$ cat config.mk
export PLATFORM = sky130hd
export DESIGN_NAME = key_debounce_multi
export DESIGN_NICKNAME = d
export VERILOG_FILES = /design/src/rtl/key_debounce_multi.sv
export SDC_FILE = /design/constraint.sdc
export NUM_CORES = 1
export LEC_CHECK = 0
export CAP_MARGIN = 20
export CORE_AREA = 8 8 154 156
export CTS_CLUSTER_DIAMETER = 60
export CTS_CLUSTER_SIZE = 20
export DETAILED_ROUTE_END_ITERATION = 6
export DIE_AREA = 0 0 162 164
export DONT_BUFFER_PORTS = 1
export MAX_ROUTING_LAYER = met4
export PLACE_DENSITY = 0.84
export SYNTH_ARGS = -nofsm -noshare
export SYNTH_HDL_FRONTEND = slang
export SYNTH_SLANG_ARGS = --single-unit
$ cat constraint.sdc
create_clock -name BJ_clk -period 8.15 [get_ports BJ_clk]
set_input_delay 1.63 -clock BJ_clk [delete_from_list [all_inputs] [get_ports BJ_clk]]
set_output_delay 1.63 -clock BJ_clk [all_outputs]
set_load 0.02 [all_outputs]
$ cat src/rtl/key_debounce_multi.sv
// ---------------------------------------------------------------------------
// key_debounce_multi
//
// Debounces N_KEYS independent mechanical keys. For each key the raw level is
// synchronised, converted to pressed-high, and tracked by a small FSM that
// produces a debounced level plus press, release and long-press pulses.
//
// Ports
//   BJ_clk      in   1        single clock, rising edge
//   rst         in   1        asynchronous active-high reset
//   button_in   in   N_KEYS   raw asynchronous key levels
//   key_state   out  N_KEYS   debounced level, 1 = pressed
//   key_press   out  N_KEYS   1-cycle pulse when key_state rises
//   key_release out  N_KEYS   1-cycle pulse when key_state falls
//   key_long    out  N_KEYS   1-cycle pulse once per press after LONG_CNT cycles
//   key_any     out  1        OR of key_state
//
// Per-channel FSM
//   state        | meaning
//   -------------+---------------------------------------------------------
//   IDLE         | key released and debounced, counters cleared
//   PRESS_WAIT   | pressed samples being counted toward STABLE_CNT
//   PRESSED      | key pressed and debounced, hold counter running
//   RELEASE_WAIT | released samples being counted toward STABLE_CNT
// ---------------------------------------------------------------------------
module key_debounce_multi #(
    parameter int unsigned N_KEYS     = 4,
    parameter int unsigned STABLE_CNT = 50000,
    parameter int unsigned LONG_CNT   = 1000000,
    parameter int unsigned CNT_W      = 24,
    parameter int unsigned IDLE_LEVEL = 1
) (
    input  logic              BJ_clk,
    input  logic              rst,
    input  logic [N_KEYS-1:0] button_in,
    output logic [N_KEYS-1:0] key_state,
    output logic [N_KEYS-1:0] key_press,
    output logic [N_KEYS-1:0] key_release,
    output logic [N_KEYS-1:0] key_long,
    output logic              key_any
);

    localparam logic [1:0] ST_IDLE         = 2'd0;
    localparam logic [1:0] ST_PRESS_WAIT   = 2'd1;
    localparam logic [1:0] ST_PRESSED      = 2'd2;
    localparam logic [1:0] ST_RELEASE_WAIT = 2'd3;

    localparam logic             IDLE_BIT  = 1'(IDLE_LEVEL);
    localparam logic [CNT_W-1:0] CNT_ONE   = CNT_W'(1);
    localparam logic [CNT_W-1:0] STABLE_M1 = CNT_W'(STABLE_CNT - 1);
    // The first STABLE_CNT cycles of a press are spent debouncing, so the hold
    // counter only has to cover the remainder of the long-press interval.
    localparam logic [CNT_W-1:0] LONG_HOLD = CNT_W'(LONG_CNT - STABLE_CNT);
    localparam logic [CNT_W-1:0] HOLD_SAT  = CNT_W'(LONG_CNT);

    for (genvar g = 0; g < int'(N_KEYS); g++) begin : g_ch

        logic             sync1_q;
        logic             sync2_q;
        logic             pressed;

        logic [1:0]       state_q,   state_d;
        logic [CNT_W-1:0] cnt_q,     cnt_d;
        logic [CNT_W-1:0] hold_q,    hold_d;
        logic             level_q,   level_d;
        logic             press_q,   press_d;
        logic             release_q, release_d;
        logic             long_q,    long_d;

        always_ff @(posedge BJ_clk or posedge rst) begin
            if (rst) begin
                sync1_q <= IDLE_BIT;
                sync2_q <= IDLE_BIT;
            end else begin
                sync1_q <= button_in[g];
                sync2_q <= sync1_q;
            end
        end

        // A sample that differs from the idle level means the key is pressed.
        assign pressed = sync2_q ^ IDLE_BIT;

        always_comb begin
            state_d   = state_q;
            cnt_d     = cnt_q;
            hold_d    = hold_q;
            level_d   = level_q;
            press_d   = 1'b0;
            release_d = 1'b0;
            long_d    = 1'b0;

            case (state_q)
                ST_IDLE: begin
                    if (pressed) begin
                        state_d = ST_PRESS_WAIT;
                        cnt_d   = CNT_ONE;
                    end else begin
                        cnt_d   = '0;
                    end
                end

                ST_PRESS_WAIT: begin
                    if (!pressed) begin
                        state_d = ST_IDLE;
                        cnt_d   = '0;
                    end else if (cnt_q == STABLE_M1) begin
                        state_d = ST_PRESSED;
                        level_d = 1'b1;
                        press_d = 1'b1;
                        cnt_d   = '0;
                        hold_d  = '0;
                    end else begin
                        cnt_d   = cnt_q + CNT_ONE;
                    end
                end

                ST_PRESSED: begin
                    if (pressed) begin
                        if (hold_q != HOLD_SAT) begin
                            hold_d = hold_q + CNT_ONE;
                        end
                        // Only the crossing into LONG_HOLD fires; saturation
                        // above it guarantees a single pulse per press.
                        if (hold_q == LONG_HOLD - CNT_ONE) begin
                            long_d = 1'b1;
                        end
                    end else begin
                        state_d = ST_RELEASE_WAIT;
                        cnt_d   = CNT_ONE;
                    end
                end

                ST_RELEASE_WAIT: begin
                    if (pressed) begin
                        // Release glitch: resume the press with the hold count
                        // that was retained on entry.
                        state_d = ST_PRESSED;
                        cnt_d   = '0;
                    end else if (cnt_q == STABLE_M1) begin
                        state_d   = ST_IDLE;
                        level_d   = 1'b0;
                        release_d = 1'b1;
                        cnt_d     = '0;
                        hold_d    = '0;
                    end else begin
                        cnt_d     = cnt_q + CNT_ONE;
                    end
                end

                default: begin
                    state_d = ST_IDLE;
                    cnt_d   = '0;
                    hold_d  = '0;
                    level_d = 1'b0;
                end
            endcase
        end

        always_ff @(posedge BJ_clk or posedge rst) begin
            if (rst) begin
                state_q   <= ST_IDLE;
                cnt_q     <= '0;
                hold_q    <= '0;
                level_q   <= 1'b0;
                press_q   <= 1'b0;
                release_q <= 1'b0;
                long_q    <= 1'b0;
            end else begin
                state_q   <= state_d;
                cnt_q     <= cnt_d;
                hold_q    <= hold_d;
                level_q   <= level_d;
                press_q   <= press_d;
                release_q <= release_d;
                long_q    <= long_d;
            end
        end

        assign key_state[g]   = level_q;
        assign key_press[g]   = press_q;
        assign key_release[g] = release_q;
        assign key_long[g]    = long_q;
    end

    assign key_any = |key_state;

endmodule

Word-level counts from Yosys, hierarchy flattened

Cells that the tools add are included.
Widths: inputs -> output; s select.

Register bits after elaboration: 224
Input bits: 6
Output and inout bits: 17
Word-level logic and storage cells: 261

Add/sub/neg operators: 8
Equality and inequality tests: 64
Mux-type cells: 128
Reductions and logical operators: 25

Operator list:

| kind                  | count |
|---|---|
| $mux 24               | 36 |
| $pmux 24 s4           | 4 |
| $pmux 24 s3           | 4 |
| $add 24x1->24 const B | 8 |
| $eq 24x16->1 const B  | 4 |
| $eq 24x20->1 const B  | 4 |
| $ne 24x20->1 const B  | 4 |
| $ne 2x2->1 const B    | 32 |
| $mux 1                | 52 |
| $mux 2                | 24 |
| $reduce_and 5->1      | 8 |
| $pmux 2 s4            | 4 |
| $ne 3x3->1 const B    | 8 |
| $eq 2x2->1 const B    | 8 |
| $reduce_and 4->1      | 4 |
| $reduce_bool 3->1     | 4 |
| $eq 2x1->1 const B    | 4 |
| $logic_not 2->1       | 4 |
| $pmux 1 s2            | 4 |
| $reduce_bool 2->1     | 4 |
| $reduce_or 4->1       | 1 |

Depth between registers and ports, before layout

Depth after elaboration: 4
Depth in mapped cells: 10
Gate-level depth less buffers: 7

Worst setup path after synthesis

Ideal clock, no wire load.

Path kind: register -> output
Start point: register g_ch[0].level_q
End point: output port key_any
Arrival time: 1.007 ns
Required time: 6.520 ns
Setup slack: 5.513 ns
Stages on the path, launching flop included: 2
Path buffers: 0
Cells stage by stage: dfrtp_1 -> or4_1

Word-level cells in the longest chain between the ends: 1

Ends and longest elaborated chain:

| item                   | line | source |
|---|---|---|
| start, declared        | 65   | `logic level_q, level_d;` |
| start signal, assigned | 172  | `level_q <= level_d;` |
| $reduce_or 4->1        | 185  | `assign key_any = \|key_state;` |
| end, declared          | 40   | `output logic key_any` |

No other way between the ends.

Worst setup path after layout

Start point: register g_ch[3].level_q
End point: output port key_any

Word-level cells in the longest chain between the ends: 1

Ends and longest elaborated chain:

| item                   | line |
|---|---|
| start, declared        | 65 |
| start signal, assigned | 172 |
| $reduce_or 4->1        | 185 |

No other way between the ends.

==> results.toml <==
[run_status]
outcome = "complete, no violations"

[logic_synthesis]
synth_edf_count = 0
yosysWarnings = 0
syn_area_per_cell_um2 = 9.22
synthXorXnorAreaFrac_pct = 7.78
synth_top_family_by_area = "simple AND/OR/NAND/NOR gates"
synthCells = 1319
synth_top_cell_by_area = "dfrtp_1"
synth_simple_gate_area_share_pct = 28.8
synthMuxAreaShare_pct = 2.39
synth-seq-cells = 224
synth-compound-area-share_pct = 8.79
synth_area_leaders = "dfrtp_1 (44%), xnor2_1 (4.4%), nor2_1 (4.3%)"
synth_top_area_share_pct = 44.4
synth_cell_types = 67
seq_area_frac_synth_pct = 46.2
synth_fa_ha_area_share_pct = 1.23
async_flop_share_pct = 100
ys.flop_type = "dfrtp_1"
synth_fp_nets = 1337
syn-cell-area_mm2 = 0.0122

[sta]
rsz0062_at_grt = "no"
period_needed_ps = 3370
fin_setup_tns_ps = 0
hold_viol_final = 0
fin_ws_ps = 4780
fin_crit_sh_pct = 41.3
slew_headroom_pct = 34.2
finalMaxSlewViolations = 0
max_freq_ghz = 0.297
setup_violations = 0
fin_skew_ps = 18.3
tightest_slew_ps = 979

[critical_path]
critPathSlowestCell = "or4_1"
required_ps = 6520
max_stage_delay_ps = 680
cp_max_fo = 4
critPathTopFamily = "simple AND/OR/NAND/NOR gates"
worstSetupStartpointType = "flop"
critPathKind = "flop to output port"
crit_arrival_ps = 1740
crit_buf_inv = 0
cp-end-kind = "output port"
crit_chain = "or4_1"

[clock_tree]
cts_sinks = 224
htreeDepth = 1
cts_setup_buffers = 0
clk_latency_ps = 500
cts_resized = 0
root_buffer = "clkbuf_16"
path_clk_slew_ps = 70
cts_buffer_depth = 3
cts_buffers = 19
cts_tree = "yes"
cts_hold_buf = 0

[place]
gp_congestion = 0.931
dp_hpwl_mm = 16.4
dp_slack_ps = 4860
portBuffers = 0

[die]
initial_core_util_pct = 57.0
die_h_um = 164
rows = 54
die_w_um = 162
ios = 23
core_area_mm2 = 0.0214
dieArea_mm2 = 0.0266

[layout]
drive_gt1_share_pct = 6.40
diodes = 0
area_growth_pct = 6.46
final_nets = 1287
fillers = 1780
regArea_mm2 = 0.00562
multi_input_area_mm2 = 0.00597

[routing]
post_drt_wl_per_cell_um = 16.0
postRouteAntennaNets = 0
vias = 9548
routed_wl_mm = 25.0
remaining_drc_errors = 0
viasPerCell = 6.12
firstDrtPassIters = 5
first_iter_violations = 665

[global_routing]
track_usage_pct = 18.9
grt_overflow_total = 0
antenna_found_initial = 1
first_global_vias = 9058
grt_max_degree = 120
grt_pass1_wl_mm = 42.0

[power_and_ir_drop]
worst_ir_drop_vdd_mv = 0.144
powerDensity_mw_per_mm2 = 166
p_leak_nw = 5.32
p_total_mw = 2.15

[run]
maxCapViolCount = 0

[min_path]
min_path_type = "flop to flop"
worst paths after layout:
kind | slack (ps) | depth (start not counted) | from | to
setup / recovery | 4780 | 1 | g_ch[3].level_q | key_any
hold / removal | 360 | 0 | g_ch[2].sync1_q | g_ch[2].sync2_q
setup reg to reg | 5150 | 5 | g_ch[0].cnt_q[20] | g_ch[0].hold_q[2]
hold reg to reg | 360 | 0 | g_ch[2].sync1_q | g_ch[2].sync2_q
max in group asynchronous | 5780 | 2 | rst | g_ch[2].press_q
min in group asynchronous | 1110 | 1 | rst | g_ch[1].cnt_q[23]
stage by stage:
step | hold WS (ps) | cell area [um2] | util (%) | instances
2_1_floorplan | 345 | 12200 | - | 1319
6_report | 355 | 12900 | 60.6 | 1561
5_1_grt | 364 | 12900 | 60.6 | 1561
4_1_cts | 359 | 12900 | 60.3 | 1556
3_3_place_gp | 347 | 12200 | 57.1 | 1523
3_5_place_dp | 347 | 12200 | 57.1 | 1523
sequential cells by signal, summed over array words and instances (netlist names), named ones only:
| signal | flops |
|---|---|
| g_ch.press_q | 4 |
| g_ch.hold_q | 96 |
| g_ch.level_q | 4 |
| g_ch.state_q | 4 |
| g_ch.sync2_q | 4 |
| g_ch.cnt_q | 96 |
| g_ch.sync1_q | 4 |
| g_ch.release_q | 4 |
| g_ch.long_q | 4 |
cells by family (layout without fill, tap and decap cells):
kind of cell	Yosys count	after routing
and+or+nand+nor	655	655
DFF	224	224
AOI/OAI and AO/OA	157	157
buffers and inverters	134	96
xor gates and xnor gates	108	108
muxes	29	29
adders and majority gates	12	12
cells in the final DEF (no fill, tap or decap), drive strengths merged, types with 4 or more instances in the layout:
| cell | instances |
|---|---|
| a211oi | 13 |
| a21o | 12 |
| a21oi | 41 |
| a22o | 12 |
| a31oi | 5 |
| and2 | 15 |
| and3 | 35 |
| and4 | 11 |
| buf | 15 |
| clkbuf | 24 |
| dfrtp | 216 |
| dfstp | 8 |
| ha | 12 |
| inv | 51 |
| mux2i | 29 |
| nand2 | 103 |
| nand2b | 19 |
| nand3 | 95 |
| nand3b | 7 |
| nand4 | 67 |
| nor2 | 139 |
| nor2b | 7 |
| nor3 | 44 |
| nor3b | 6 |
| nor4 | 45 |
| nor4b | 9 |
| nor4bb | 4 |
| o211ai | 12 |
| o21ai | 27 |
| o22ai | 6 |
| o31ai | 10 |
| or2 | 5 |
| or3 | 15 |
| or4 | 10 |
| or4b | 8 |
| xnor2 | 61 |
| xor2 | 47 |
power breakdown:
part           internal (mW)  switching [mW]
Sequential              1.12         0.00774
Combinational         0.0111          0.0374
Clock                  0.544           0.435
Total                   1.67           0.480
metal layers:
layer  global-route usage [%]  share of wire (%)
met5                        -                  0
met1                     24.9                 46
met4                     4.97                1.9
met2                     30.4                 47
met3                     2.53                5.5
cell usage after synthesis (all sizes together), types with 12 or more instances:
cell and count:
a211oi 13, a21o 12, a21oi 41, a22o 12
and2 15, and3 35, buf 21, clkbuf 65
dfrtp 216, ha 12, inv 48, mux2i 29
nand2 103, nand2b 19, nand3 95, nand4 67
nor2 139, nor3 44, nor4 45, o211ai 12
o21ai 27, or3 15, xnor2 61, xor2 47
final cells by class:
type / instances / area share [%]
clock buffer: 24 / 4.13
clock inverter: 9 / 1.12
inverter: 48 / 1.45
multi-input combinational: 961 / 46.1
sequential: 224 / 43.4
tap: 280 / 2.71
timing repair buffer: 15 / 1.10
(Power assumes the default switching activity.)
